--- config.mk ---
export PLATFORM = sky130hd
export DESIGN_NAME = timer_compare
export DESIGN_NICKNAME = d
export VERILOG_FILES = /design/src/rtl/timer_pkg.sv /design/src/rtl/sat_counter.sv /design/src/rtl/timer_compare.sv
export SDC_FILE = /design/constraint.sdc
export NUM_CORES = 1
export LEC_CHECK = 0
export CORE_MARGIN = 2
export CORE_UTILIZATION = 45
export DETAILED_ROUTE_END_ITERATION = 6
export GPL_TIMING_DRIVEN = 0
export PLACE_DENSITY = 0.78
export SYNTH_ARGS = -nofsm -noshare
export SYNTH_HDL_FRONTEND = slang
export SYNTH_HIERARCHICAL = 1
export SYNTH_SLANG_ARGS = --single-unit
--- constraint.sdc ---
create_clock -name clk -period 2.9 [get_ports clk]
set_input_delay 0.58 -clock clk [delete_from_list [all_inputs] [get_ports clk]]
set_output_delay 0.58 -clock clk [all_outputs]
set_load 0.1 [all_outputs]
--- src/rtl/timer_pkg.sv ---
`default_nettype none
// ============================================================================
// Module      : timer_pkg
// Description : Shared types for the timer compare unit (state and mode).
// Revision    : 1.0
// ============================================================================
package timer_pkg;

    typedef enum logic [0:0] {
        IDLE  = 1'b0,
        ARMED = 1'b1
    } state_t;

    typedef enum logic [0:0] {
        ONESHOT  = 1'b0,
        PERIODIC = 1'b1
    } mode_t;

endpackage
`default_nettype wire

--- src/rtl/sat_counter.sv ---
`default_nettype none
// ============================================================================
// Module      : sat_counter
// Description : WIDTH-bit incrementer with enable that sticks at all-ones.
// Revision    : 1.0
// ============================================================================
module sat_counter #(
    parameter int WIDTH = 8
) (
    input  logic             clk,
    input  logic             rst_n,
    input  logic             en,
    output logic [WIDTH-1:0] value
);

    logic [WIDTH-1:0] r_value;

    always_ff @(posedge clk or negedge rst_n) begin
        if (!rst_n) begin
            r_value <= '0;
        end else if (en && (r_value != {WIDTH{1'b1}})) begin
            r_value <= r_value + 1'b1;
        end
    end

    assign value = r_value;

endmodule
`default_nettype wire

--- src/rtl/timer_compare.sv ---
`default_nettype none
// ============================================================================
// Module      : timer_compare
// Description : Compare/event unit raising an interrupt when the counter hits
//               a programmed compare value; one-shot and periodic modes.
//               Optional miss counter under macro TIMER_CMP_MISS_CNT_EN.
// Revision    : 1.0
// ============================================================================
module timer_compare
    import timer_pkg::*;
#(
    parameter int WIDTH = 8
) (
    input  logic             clk,
    input  logic             rst_n,
    input  logic [WIDTH-1:0] count,
    input  logic             count_valid,
    input  logic             arm,
    input  logic             disarm,
    input  logic             periodic,
    input  logic [WIDTH-1:0] cmp_wdata,
    input  logic [WIDTH-1:0] period_wdata,
    input  logic             irq_ack,
    output logic             irq,
    output logic             fire,
    output logic             armed,
    output logic [WIDTH-1:0] cmp_value
`ifdef TIMER_CMP_MISS_CNT_EN
    ,
    output logic [WIDTH-1:0] miss_count
`endif
);

    state_t           r_state;
    state_t           w_next_state;
    mode_t            r_mode;
    logic [WIDTH-1:0] r_cmp;
    logic [WIDTH-1:0] r_period;
    logic             r_fire;
    logic             r_irq;

    logic             w_match;
    logic             w_reload;
    logic             w_load;

    // A command in the same cycle pre-empts the match against the old compare.
    assign w_match  = (r_state == ARMED) && count_valid && (count == r_cmp)
                      && !arm && !disarm;
    assign w_reload = w_match && (r_mode == PERIODIC) && (r_period != '0);
    assign w_load   = arm && !disarm;

    always_ff @(posedge clk or negedge rst_n) begin
        if (!rst_n) begin
            r_state <= IDLE;
        end else begin
            r_state <= w_next_state;
        end
    end

    always_comb begin
        w_next_state = r_state;
        if (disarm) begin
            w_next_state = IDLE;
        end else if (arm) begin
            w_next_state = ARMED;
        end else if (w_match && !w_reload) begin
            w_next_state = IDLE;
        end
    end

    always_ff @(posedge clk or negedge rst_n) begin
        if (!rst_n) begin
            r_mode   <= ONESHOT;
            r_cmp    <= '0;
            r_period <= '0;
            r_fire   <= 1'b0;
            r_irq    <= 1'b0;
        end else begin
            r_fire <= w_match;
            // A new match outranks the ack: the ack retires the older event.
            if (w_match) begin
                r_irq <= 1'b1;
            end else if (irq_ack) begin
                r_irq <= 1'b0;
            end
            if (w_load) begin
                r_cmp    <= cmp_wdata;
                r_period <= period_wdata;
                r_mode   <= periodic ? PERIODIC : ONESHOT;
            end else if (w_reload) begin
                r_cmp <= r_cmp + r_period;
            end
        end
    end

    always_comb begin
        armed     = (r_state == ARMED);
        fire      = r_fire;
        irq       = r_irq;
        cmp_value = r_cmp;
    end

`ifdef TIMER_CMP_MISS_CNT_EN
    logic w_miss;

    assign w_miss = w_match && r_irq && !irq_ack;

    sat_counter #(
        .WIDTH (WIDTH)
    ) u_miss_cnt (
        .clk   (clk),
        .rst_n (rst_n),
        .en    (w_miss),
        .value (miss_count)
    );
`endif

endmodule
`default_nettype wire

# [Word-level counts from Yosys, hierarchy flattened]
# Index checks and enable logic that the tools add are counted.
[op_classes] addsub=1 n_mul=0 div_mod_pow=0 magnitude_cmp=0 n_eq_ne=1 n_shift=0 muxes=8 n_bitwise=0 n_reduce_logical=15
[op_table] op="8-bit two-way mux" count=2
[op_table] op="8-bit adder" count=1
[op_table] op="8-bit == test" count=1
[op_table] op="1-bit logical AND" count=8
[op_table] op="8-bit nonzero test" count=1
[op_table] op="1-bit two-way mux" count=6
[op_table] op="2-bit nonzero test" count=2
[op_table] op="1-bit zero test" count=3
[op_table] op="3-bit nonzero test" count=1
[totals] ff_bits=20 latch_bits=0 ramBits=0 romBits=0 wordCells=31 mem_count=0

# [Logic depth before layout (Yosys ltp)]
[logic_depth] word_depth=11 ltp_mapped=9 mapped_depth_nobuf=9

# [Least setup slack after synthesis]
# Ideal clock, no wire load.
[synth_path] path_kind="register to register" start="register r_cmp[0] (netlist: cmp_value[0])" end="register r_cmp[6] (netlist: cmp_value[6])" setup_ns=0.078 arrival_time_ns=2.546 required_ns=2.822 slack_ns=0.276 stages_incl_launch_ff=10 n_path_buf=0 period_less_slack_ns=2.624 cell_sequence="dfrtp_1 > ha_1 > inv_1 > fa_1 > nor2b_1 > nor3_1 > o31ai_1 > xor2_1 > mux2i_1 > o21ai_1"
[synth_via] elab_chain_cells=7 word_cells_on_any_way=10 cone_classes="add/sub (1); eq/ne (1); mux (2); reduce/logical (6)"
[synth_lines] element="from (decl)" line_no="timer_compare.sv:37" source="logic [WIDTH-1:0] r_cmp;"
[synth_lines] element="from (signal assigned)" line_no="timer_compare.sv:87" source="r_cmp <= cmp_wdata;"
[synth_lines] element="from (signal assigned)" line_no="timer_compare.sv:91" source="r_cmp <= r_cmp + r_period;"
[synth_lines] element="branches (longest 7 deep; another with 8-bit adder)"
# Parallel ways; which one is timed is not known. The select of a mux whose other input is x is not followed.
# A chain may end at the register's enable or synchronous reset.

# [Final worst setup path]
[layout_path] start="register r_cmp[4] (netlist: cmp_value[4])" end="output port cmp_value[4]"
[layout_lines] element="to (decl)" line_no="timer_compare.sv:27" source="output logic [WIDTH-1:0] cmp_value"
# No word-level cell between the ends.

==> out/metrics.csv <==
stage;metric;value;unit
place;hpwl dp;2.28;mm
critical_path;worst stage delay on the critical path;1.17;ns
worst_hold_path;Hold WC Path Type;reg2reg;
critical_path;worst-path fanout max;4;
layout;fin nets;222;
logic_synthesis;Simple-Gate Fraction of Synth Area;0.198;
layout;commonest non-fill, non-tap cell in the layout;clkdlybuf4s50_1;
clock_tree;CTS buffer count;3;
routing;WL/cell;13.7;um
routing;DR DRC count;0;
power_and_ir_drop;sequential power share;0.399;
clock_tree;root buffer cell;clkbuf_4;
critical_path;CP delay by family, top;buffers and inverters;
logic_synthesis;share of the synthesized area in the top cell type;0.404;
routing;via count;1105;
critical_path;Req. time, crit path;2.32;ns
layout;most frequent cells in the layout;clkdlybuf4s50_1, nand2_1, dfrtp_1;
power_and_ir_drop;Peak VDD IR;0.317;mV
timing;max frequency;402;MHz
grt;vias in the first global route;1174;
floorplan;DIE AREA;0.00319;mm2
critical_path;CP Class;reg2out;
grt;antenna violations before repair;0;
critical_path;worst setup path startpoint;cmp_value[4];
clock_tree;CTS tree;done;
floorplan;Die H;56.4;um
floorplan;Die W;56.4;um
logic_synthesis;syn_nets;176;
logic_synthesis;mux contribution to synthesized area;0.0576;
timing;Fin Hold WS;0.502;ns
floorplan;core area;0.00269;mm2
logic_synthesis;Cell Area, Synth;0.00124;mm2
routing;initial drt markers;28;
power_and_ir_drop;combinational cell fraction of total power;0.445;
timing;RSZ-0062 raised after global routing;no;
floorplan;Initial Util;0.461;
power_and_ir_drop;Internal Power;0.508;mW
grt;all-layer global routing usage;0.206;
logic_synthesis;Synthesis Warnings;6;
timing;Final Hold Viols;0;
clock_tree;hold buffers post-CTS;0;
status;status;complete, no violations;
floorplan;Core Rows;19;
power_and_ir_drop;clock group share of total power;0.156;
critical_path;CP startpoint kind;flip-flop;
layout;multi-input logic area;681;um2
timing;relative slew slack;0.344;
layout;# fillers;236;
critical_path;r2r startpoint;cmp_value[0];
power_and_ir_drop;total power;0.862;mW
logic_synthesis;Distinct cells, synth;31;
timing;fin. max-slew vios;0;
layout;FF+latch area;500;um2
clock_tree;Max clock buf depth;2;
logic_synthesis;Syn Area/Cell;9.03;um2
timing;slew at the pin closest to its max-slew limit;0.982;ns
timing;Final Critical Period;2.49;ns
clock_tree;H-tree depth;1;
routing;DRT antenna net count;0;
logic_synthesis;cell taking the most area after synthesis;dfrtp_1;
critical_path;critical path depth;1;
grt;global-route wire length before repair;5.10;mm
timing;fin crit share;0.859;
power_and_ir_drop;pwr/cell area;504;mW/mm2
critical_path;R2R depth;9;
routing;1st-pass router iterations;4;
layout;Antenna Cells;0;
floorplan;Ports;42;
layout;share of layout cells above drive strength 1;0.0442;
critical_path;CP Cell Sequence;clkdlybuf4s50_1;
timing;Finish-stage setup viols;0;
layout;Post-Route Utilization;0.636;
logic_synthesis;xor/xnor cell area share of the yosys netlist;0.0920;
clock_tree;clk_lat worst skew;0.30;ns
critical_path;R2R setup slack;0.78;ns
critical_path;Slowest-stage cell, CP;clkdlybuf4s50_1;
logic_synthesis;Seq/Total Area, Yosys;0.404;
critical_path;WP data arrival;1.91;ns
job;maxcap violations;0;
logic_synthesis;post-synthesis compound-gate area fraction;0.115;
critical_path;Critical Path End;cmp_value[4];
power_and_ir_drop;switch share;0.411;
logic_synthesis;register bit total from synthesis;20;
routing;via density per instance;5.21;
critical_path;WP buf/inv;1;
clock_tree;post-CTS setup buffers;0;
timing;setup TNS;0;ns
layout;Syn-to-layout area delta;38.1;%
clock_tree;CTS Sinks;20;
logic_synthesis;main area contributors after synthesis;dfrtp_1, nand2_1, ha_1;
power_and_ir_drop;NetSw;0.354;mW
critical_path;RR Endpoint;cmp_value[6];
place;gpl congestion;0.912;
logic_synthesis;Post-Synth Adder-Cell Area;0.0870;
critical_path;endpoint class of the critical path;primary output;
routing;drt total wl;2.91;mm
clock_tree;Reg clk slew, reported paths;0.12;ns
logic_synthesis;main combinational cell family by area after synthesis;simple AND/OR/NAND/NOR gates;
power_and_ir_drop;leakage power;0.753;nW
timing;Clock Skew;0.0119;ns
clock_tree;# resized after CTS;0;
grt;total grt overflow;0;
logic_synthesis;gate count of the mapped netlist;137;
place;PortBufs;41;
grt;pin count of the biggest net entering global routing;21;
==> final cells by class <==
class | instances | share of cell area
Buffer | 4 | 0.0176
Tap cell | 31 | 0.0227
Multi-Input combinational cell | 106 | 0.398
Clock buffer | 3 | 0.0132
Timing Repair Buffer | 41 | 0.240
Sequential cell | 20 | 0.293
Inverter | 7 | 0.0154
==> logic make-up (layout without fill, tap and decap cells) <==
group,after synthesis,after routing
and+or+nand+nor,54,54
muxes,7,7
xor gates and xnor gates,13,13
adders and majority gates,8,8
DFF,20,20
AOI/OAI and AO/OA,24,24
buffers and inverters,11,55
==> synthesized netlist by cell type <==
master      n
nand2_1    34
dfrtp_1    20
xor2_1      8
ha_1        7
inv_1       7
o21ai_0     7
mux2i_1     6
o21ai_1     6
xnor2_1     5
a21oi_1     4
nor2_1      4
nor3_1      3
nor4_1      3
buf_6       2
clkbuf_1    2
nand2b_1    2
nand4_1     2
nor2b_1     2
a211oi_2    1
a21boi_0    1
a21o_1      1
a31o_1      1
a31oi_1     1
fa_1        1
mux2_2      1
nand3_1     1
nand4bb_1   1
nor2b_2     1
o21a_1      1
o31ai_1     1
or3_1       1
==> through the flow <==
stage	setup slack, ns	cell area, um2	cells
floorplan	0.276	1240	137
CTS	0.395	1710	212
detailed placement	0.181	1690	209
global placement	0.218	1690	209
finish	0.410	1710	212
global route	0.338	1710	212
==> sequential cells by signal, indices dropped and copies added (netlist names) <==
register and cells:
armed 1, r_period 8, irq 1, fire 1, cmp_value 8, r_mode 1
==> power by group through the flow <==
| stage | sequential (mW) | clock, mW | combinational [mW] |
|---|---|---|---|
| global route | 0.349 | 0.150 | 0.414 |
| CTS | 0.344 | 0.138 | 0.384 |
| detailed placement | 0.350 | 0 | 0.382 |
| finish | 0.344 | 0.134 | 0.383 |
| global placement | 0.349 | 0 | 0.372 |
| floorplan | 0.454 | 0 | 0.159 |
==> routing by layer <==
metal,vias to the layer above,track usage,routed length (um)
met5,-,0,0
met3,6,0.0346,149
met4,0,0.0782,38
met1,514,0.242,1260
li1,554,-,-
met2,31,0.370,1460
==> worst min path at each step <==
stage | startpoint | endpoint | slack [ns] | cells past startpoint
floorplan | rst_n | armed | 0.28 | 0
finish | r_mode | r_mode | 0.50 | 2
CTS | r_mode | r_mode | 0.51 | 2
global route | r_mode | r_mode | 0.53 | 2
detailed placement | r_mode | r_mode | 0.48 | 2
global placement | r_mode | r_mode | 0.47 | 2
Power figures use the tool's default switching activity.
